### config.mk
export PLATFORM = sky130hd
export DESIGN_NAME = mem_port_arbiter
export DESIGN_NICKNAME = d
export VERILOG_FILES = /design/src/rtl/mem_port_arbiter_pkg.sv /design/src/rtl/mem_port_arbiter_rr_pick2.sv /design/src/rtl/mem_port_arbiter.sv
export SDC_FILE = /design/constraint.sdc
export NUM_CORES = 1
export LEC_CHECK = 0
export CELL_PAD_IN_SITES_DETAIL_PLACEMENT = 1
export CELL_PAD_IN_SITES_GLOBAL_PLACEMENT = 1
export CORE_MARGIN = 3
export CORE_UTILIZATION = 11
export CTS_CLUSTER_SIZE = 20
export DETAILED_ROUTE_END_ITERATION = 16
export GPL_TIMING_DRIVEN = 0
export PLACE_DENSITY = 0.73
export SKIP_LAST_GASP = 1
export SYNTH_ARGS = -nofsm -noshare
export SYNTH_HDL_FRONTEND = slang
export SYNTH_SLANG_ARGS = --single-unit
### constraint.sdc
create_clock -name Clock -period 1.56 [get_ports Clock]
set_input_delay 0.312 -clock Clock [delete_from_list [all_inputs] [get_ports Clock]]
set_output_delay 0.312 -clock Clock [all_outputs]
set_load 0.005 [all_outputs]
### src/rtl/mem_port_arbiter_pkg.sv
// Shared constants for the two-port memory arbiter: port indices and memory read latency.
package mem_port_arbiter_pkg;
    localparam logic PORT_CPU    = 1'b0;
    localparam logic PORT_PERIPH = 1'b1;
    localparam int   RD_LAT      = 1;
endpackage

### src/rtl/mem_port_arbiter_rr_pick2.sv
// Two-way round-robin picker; an active lock keeps the grant on port 1 during contention.
module rr_pick2
    import mem_port_arbiter_pkg::*;
(
    input  logic       req0,
    input  logic       req1,
    input  logic       last_owner,
    input  logic       lock_active,
    output logic [1:0] gnt
);
    logic both;

    assign both = req0 & req1;

    // On a tie the port that did not win last time goes next, unless port 1 holds the lock.
    assign gnt[0] = req0 & (~req1 | (~lock_active & (last_owner == PORT_PERIPH)));
    assign gnt[1] = req1 & (~req0 | (both & (lock_active | (last_owner == PORT_CPU))));
endmodule

### src/rtl/mem_port_arbiter.sv
// Shares one single-port RAM between the CPU (port 0) and a peripheral master (port 1),
// tagging reads so the returned word is routed back to the requester that issued it.
module mem_port_arbiter
    import mem_port_arbiter_pkg::*;
#(
    parameter int ADDR_W   = 16,
    parameter int DATA_W   = 16,
    parameter int MAX_LOCK = 4
) (
    input  logic              Clock,
    input  logic              Reset,
    input  logic              req0,
    input  logic              we0,
    input  logic [ADDR_W-1:0] addr0,
    input  logic [DATA_W-1:0] wdata0,
    output logic              gnt0,
    output logic              rvalid0,
    input  logic              req1,
    input  logic              we1,
    input  logic              lock1,
    input  logic [ADDR_W-1:0] addr1,
    input  logic [DATA_W-1:0] wdata1,
    output logic              gnt1,
    output logic              rvalid1,
    output logic [DATA_W-1:0] rdata,
    output logic              mem_en,
    output logic              mem_we,
    output logic [ADDR_W-1:0] mem_addr,
    output logic [DATA_W-1:0] mem_wdata,
    input  logic [DATA_W-1:0] mem_rdata
);
    localparam int              CNT_W    = $clog2(MAX_LOCK + 1);
    localparam logic [CNT_W-1:0] LOCK_MAX = CNT_W'(MAX_LOCK);

    logic             last_owner;
    logic [CNT_W-1:0] lock_cnt;
    logic             tag_vld;
    logic             tag_own;
    logic             lock_active;
    logic [1:0]       pick;

    assign lock_active = (last_owner == PORT_PERIPH) & lock1 & (lock_cnt < LOCK_MAX);

    rr_pick2 u_pick (
        .req0        (req0),
        .req1        (req1),
        .last_owner  (last_owner),
        .lock_active (lock_active),
        .gnt         (pick)
    );

    // Grants are combinational, so they must be masked while reset is held.
    assign gnt0   = pick[0] & ~Reset;
    assign gnt1   = pick[1] & ~Reset;
    assign mem_en = gnt0 | gnt1;

    always_comb begin
        mem_we    = 1'b0;
        mem_addr  = '0;
        mem_wdata = '0;
        if (gnt0) begin
            mem_we    = we0;
            mem_addr  = addr0;
            mem_wdata = wdata0;
        end else if (gnt1) begin
            mem_we    = we1;
            mem_addr  = addr1;
            mem_wdata = wdata1;
        end
    end

    assign rvalid0 = tag_vld & (tag_own == PORT_CPU);
    assign rvalid1 = tag_vld & (tag_own == PORT_PERIPH);
    assign rdata   = tag_vld ? mem_rdata : '0;

    always_ff @(posedge Clock or posedge Reset) begin
        if (Reset) begin
            last_owner <= PORT_PERIPH;
            lock_cnt   <= '0;
            tag_vld    <= 1'b0;
            tag_own    <= PORT_CPU;
        end else begin
            if (mem_en)
                last_owner <= gnt1;
            // With no contender the count holds, so an uncontested lock never expires.
            if (gnt1 && lock1 && req0) begin
                if (lock_cnt != LOCK_MAX)
                    lock_cnt <= lock_cnt + 1'b1;
            end else if (gnt0 || (gnt1 && !lock1)) begin
                lock_cnt <= '0;
            end
            tag_vld <= mem_en & ~mem_we;
            tag_own <= gnt1;
        end
    end
endmodule

; After elaboration in Yosys (flattened, before gate mapping)
; Cells that the tools add are included.
[totals]
register_bits = 6
input_bits = 87
output_inout_bits = 54
wordCells = 48
[classes]
addsub = 1
n_lt_le_gt_ge = 1
n_eq_ne = 2
n_mux = 10
n_bitwise = 23
n_reduce_logical = 7
[op_table]
columns = cell, count
row1 = 16-bit 2-to-1 mux, 5
row2 = 1-bit AND, 12
row3 = 3-bit 2-to-1 mux, 3
row4 = 1-bit inverter, 7
row5 = 1-bit OR, 4
row6 = 3-bit by 1-bit adder with 3-bit output (second input constant), 1
row7 = 1-bit logical AND, 3
row8 = 3-bit less-than comparator (second input constant), 1
row9 = 3-bit != test (second input constant), 1
row10 = 1-bit 2-to-1 mux, 2
row11 = 2-bit by 1-bit != test with 1-bit output (second input constant), 1
row12 = 2-bit AND reduction, 1
row13 = 2-bit nonzero test, 1
row14 = 1-bit logical NOT, 1
row15 = 1-bit logical OR, 1

; Logic depth before layout (Yosys ltp)
; Gate-level depths: netlist of run 1.
[logic_depth]
word_depth = 11
mapped_depth = 6
mapped_depth_nobuf = 6

; By module
; Synthesis of run 1 repeated with hierarchy kept, for this count alone.
[unflattened]
hier_cells = 101
hier_area_um2 = 873.3
[modules_own_cells]
columns = mod, instances, cells_each, area_each_um2, seq_area_each_um2
row1 = mem_port_arbiter, 1, 97, 843.3, 151.4
row2 = rr_pick2, 1, 4, 30.0, 0.0

; Worst setup path before layout of run 1
; Ideal clock, no wire load.
[synth_path]
kind = flip-flop to output port
start = register last_owner
end = output mem_wdata[10]
arrival_ns = 1.307
required_ns = 1.248
path_slack_ns = -0.059
stages_incl_launch_ff = 5
path_buffers = 1
path_cell_list = dfstp_2 -> a21boi_2 -> nor3b_4 -> buf_6 -> a22o_2
[synth_via]
elab_cells_between_ends = 15
cone_classes = mux: 2 / bitwise: 13
[synth_rtl]
columns = item, line_no
row1 = start: declaration, mem_port_arbiter.sv:35  ; logic last_owner;
row2 = start signal: assignment, mem_port_arbiter.sv:84  ; last_owner <= gnt1;
row3 = 1-bit AND (2 in a row), mem_port_arbiter.sv:42  ; assign lock_active = (last_owner == PORT_PERIPH) & lock1 & (lock_cnt < LOCK_MAX);
row4 = 1-bit inverter, mem_port_arbiter_rr_pick2.sv:16  ; assign gnt[0] = req0 & (~req1 | (~lock_active & (last_owner == PORT_PERIPH)));
row5 = 1-bit AND (*), mem_port_arbiter_rr_pick2.sv:16
row6 = 1-bit OR (*), mem_port_arbiter_rr_pick2.sv:16
row7 = 1-bit AND (*), mem_port_arbiter_rr_pick2.sv:16
row8 = 1-bit AND (*), mem_port_arbiter.sv:53  ; assign gnt0 = pick[0] & ~Reset;
row9 = named net gnt0, mem_port_arbiter.sv:16  ; output logic gnt0,
row10 = 16-bit 2-to-1 mux (*), mem_port_arbiter.sv:61  ; if (gnt0) begin
row11 = end: declaration, mem_port_arbiter.sv:29  ; output logic [DATA_W-1:0] mem_wdata,
; The timed path passes the listed nets; every way through them passes the cells marked *.

; Worst setup path after layout of run 1
[layout_path]
start = register last_owner
end = output mem_wdata[13]
[layout_via]
elab_chain_cells = 9
elab_cells_between_ends = 15
cone_classes = mux: 2 / bitwise: 13
[layout_lines]
columns = item, line_no
row1 = 1-bit AND (2 in a row), mem_port_arbiter.sv:42
row2 = 1-bit OR, mem_port_arbiter_rr_pick2.sv:17  ; assign gnt[1] = req1 & (~req0 | (both & (lock_active | (last_owner == PORT_CPU))));
row3 = 1-bit AND, mem_port_arbiter_rr_pick2.sv:17
row4 = 1-bit OR, mem_port_arbiter_rr_pick2.sv:17
row5 = 1-bit AND, mem_port_arbiter_rr_pick2.sv:17
row6 = 1-bit AND, mem_port_arbiter.sv:54  ; assign gnt1 = pick[1] & ~Reset;
row7 = 16-bit 2-to-1 mux, mem_port_arbiter.sv:65  ; end else if (gnt1) begin
row8 = 16-bit 2-to-1 mux (*), mem_port_arbiter.sv:61
; Every way passes the cells marked *; elsewhere a longest branch is shown, timed or not.

==> results of run 1 <==
-- synthesized netlist by cell type --
| library cell | instances | area, sq um |
|---|---|---|
| a22o_1 | 25 | 219 |
| and2_1 | 17 | 106 |
| a22o_2 | 8 | 80.1 |
| inv_1 | 6 | 22.5 |
| dfrtp_1 | 5 | 125 |
| o21ai_0 | 5 | 25.0 |
| buf_6 | 3 | 33.8 |
| nand3_1 | 3 | 15.0 |
| buf_2 | 2 | 10.0 |
| ha_1 | 2 | 25.0 |
| nand2b_1 | 2 | 12.5 |
| nand4_1 | 2 | 12.5 |
| nor2_1 | 2 | 7.51 |
| a21boi_2 | 1 | 11.3 |
| a221oi_1 | 1 | 8.76 |
| a31o_2 | 1 | 8.76 |
| a31oi_4 | 1 | 21.3 |
| buf_4 | 1 | 7.51 |
| clkbuf_1 | 1 | 3.75 |
| dfstp_2 | 1 | 26.3 |
| nand2b_4 | 1 | 13.8 |
| nor2b_1 | 1 | 6.26 |
| nor2b_2 | 1 | 8.76 |
| nor3b_4 | 1 | 18.8 |
| o311ai_0 | 1 | 8.76 |
-- metrics by stage --
step,power (mW),worst slack (ns)
2_1_floorplan,0.358,-0.0594
3_3_place_gp,0.788,-1.24
3_5_place_dp,0.798,-1.29
4_1_cts,1.13,-0.527
5_1_grt,1.23,-0.611
6_report,1.14,-0.525
-- power groups by stage --
stage	registers [mW]	clock network, mW	logic (mW)
after floorplan	0.187	0	0.171
after CTS	0.185	0.260	0.680
after global placement	0.192	0	0.595
final	0.186	0.249	0.709
after detailed placement	0.193	0	0.605
after global routing	0.189	0.271	0.765
-- registers in the layout (all words and copies together) (netlist names) --
name	cells
tag_vld	1
last_owner	1
tag_own	1
lock_cnt	3
-- worst register-to-register path: stages (launching register included) --
cell and delay (ns):
dfstp_2 0.56, buf_6 0.11, a31oi_4 0.11, buf_12 0.17, buf_6 0.12, buf_4 0.12, a221oi_1 0.29
-- routing by layer --
layer	global-route usage [%]	wire length, microns	vias to the layer above
met4	1.22	14	0
met1	12.1	2080	692
li1	-	-	719
met5	0	0	-
met3	5.31	637	4
met2	24.4	3090	87
-- area by class of cell --
class | instances | area (sq um) | share of cell area (%)
clock buffer | 4 | 45.0 | 1.67
timing repair buffer | 174 | 1590 | 59.2
tap | 99 | 124 | 4.60
buffer | 6 | 90.1 | 3.35
sequential | 6 | 153 | 5.67
inverter | 6 | 22.5 | 0.837
multi-input combinational | 75 | 663 | 24.6
-- logic make-up after synthesis --
group / after synthesis / synth area share, %
flip-flops: 6 / 18.1
AO/OA/AOI/OAI: 43 / 45.7
adder cells (fa/ha/maj): 2 / 2.98
AND/OR/NAND/NOR: 30 / 24.0
buffers and inverters: 13 / 9.25
-- final timing paths --
| kind | endpoint | depth (start not counted) |
|---|---|---|
| setup reg to reg | tag_vld$_DFF_PP0_ | 6 |
| max in group asynchronous | last_owner$_DFFE_PP1P_ | 3 |
| setup / recovery | mem_wdata[13] | 7 |
| hold / removal | lock_cnt[0]$_DFFE_PP0P_ | 3 |
| min in group Clock | lock_cnt[2]$_DFFE_PP0P_ | 3 |
| hold reg to reg | lock_cnt[2]$_DFFE_PP0P_ | 1 |
-- what timing repair did --
item | CTS | global route
cloned | 6 | 0
pin swaps | 7 | 15
gates resized for setup | 200 | 41
endpoints found under the setup margin | 58 | 46
setup buffers | 21 | 7
==> run summary, run 1 <==
Status -> finished with violations
Failing checks -> negative setup slack
Worst Path Max Fanout -> 5
Most common cell after layout, fill and taps aside -> clkdlybuf4s50_1
Fill count -> 842
IO Pins -> 141
Tcrit/Tclk final -> 134%
Warning count from the yosys run -> 0
VDD IR max -> 235 uV
Share of layout cells above drive strength 1 -> 40.2%
Hold/Removal Path Class -> in2async
Placed cell count -> 333
Unique masters post-synth -> 25
PnR worst setup slack -> -0.525 ns
Most frequent cells in the layout -> clkdlybuf4s50_1, buf_2, a22o_1
Final Non-Filler Cells -> 370
DRT antenna net count -> 0
Post-Syn Nets -> 183
RePlAce Congestion -> 0.736
Global-route wire length before repair -> 8.44 mm
Clock share of power -> 21.7%
Port Buf Inserts -> 140
Initial antenna violation count -> 0
Critical Path RT -> 1.25 ns
Root Driver -> clkbuf_8
Via density -> 4.06
Dpl hpwl -> 4.41 mm
Clock transition at path regs -> 0.04 ns
Worst slew pin tran -> 0.259 ns
DP Area -> 2360 sq um
Diode count -> 0
Vias in the first global route -> 1641
TritonCTS Sinks -> 6
Mapped cell area -> 838 sq um
Startpoint type of the worst setup path -> flip-flop
Core Region -> 7330 sq um
CTS tree -> yes
Highest-delay cell along the critical path -> dfstp_2
Worst Path Arrival -> 1.77 ns
Minimum clock period -> 2.08 ns
Gate power share -> 62.0%
Setup TNS -> -15.34 ns
Maximum clock skew at final layout -> 0.00362 ns
Max Cap Viol -> 0
Starting density of the core -> 11.4%
Die Wd -> 93.3 microns
Final Cell Area -> 2690 sq um
Max Slew Vio Count -> 0
Routed wire length -> 5.82 mm
Slew margin rel. -> 82.5%
Final hold vios -> 0
Lkg Pwr -> 1.27 nW
# setup viols final -> 36
Origin of the worst setup path -> last_owner$_DFFE_PP1P_
RSZ-0062 raised after global routing -> yes
Remaining DRCs -> 0
Cell internal pwr -> 0.833 mW
Worst-path cell chain -> buf_6 > a31oi_4 > buf_12 > buf_12 > buf_16 > a22o_4 > buf_6
Fin util -> 36.7%
Clk_lat worst skew -> 0.23 ns
Critical path buffer and inverter count -> 5
Sequential power share -> 16.3%
Total congestion overflow -> 0
Largest net degree at the start of global routing -> 8
Seq cells post-synth -> 6
Clk buf depth -> 2
Die H -> 93.3 microns
Register area share after synthesis -> 18.1%
GRT Total Usage -> 12.3%
Syn Inst Count -> 94
Area Growth Syn to Fin -> 221%
Worst Setup Path Type -> reg2out
CP top delay family -> buffers and inverters
Initial DRC Count -> 7
H-tree depth -> 1
Max incr delay on CP -> 0.56 ns
Row Count -> 31
R2r startpoint -> last_owner$_DFFE_PP1P_
FMAX -> 0.480 GHz
DRT Pass-1 Iters -> 3
Avg Cell Area, Syn -> 8.92 sq um
Post-CTS Hold Buffers -> 0
Routed wire per std cell -> 15.7 microns
Die area -> 8700 sq um
Hold_ws -> 0.123 ns
Pwr dens -> 425 nW/um^2
Crit. End Element -> primary output
Sw frac -> 27.2%
Net Switching -> 0.311 mW
Clock buffer count from CTS -> 3
Vias -> 1502
Nets@finish -> 361
Reg2reg setup slack -> -0.02 ns
(Power assumes the default switching activity.)
==> run 2: changes to the inputs <==
Settings changed: SLEW_MARGIN set to 0.
==> results of run 2 <==
Final layout, timing and power as in run 1 (identical DEF).
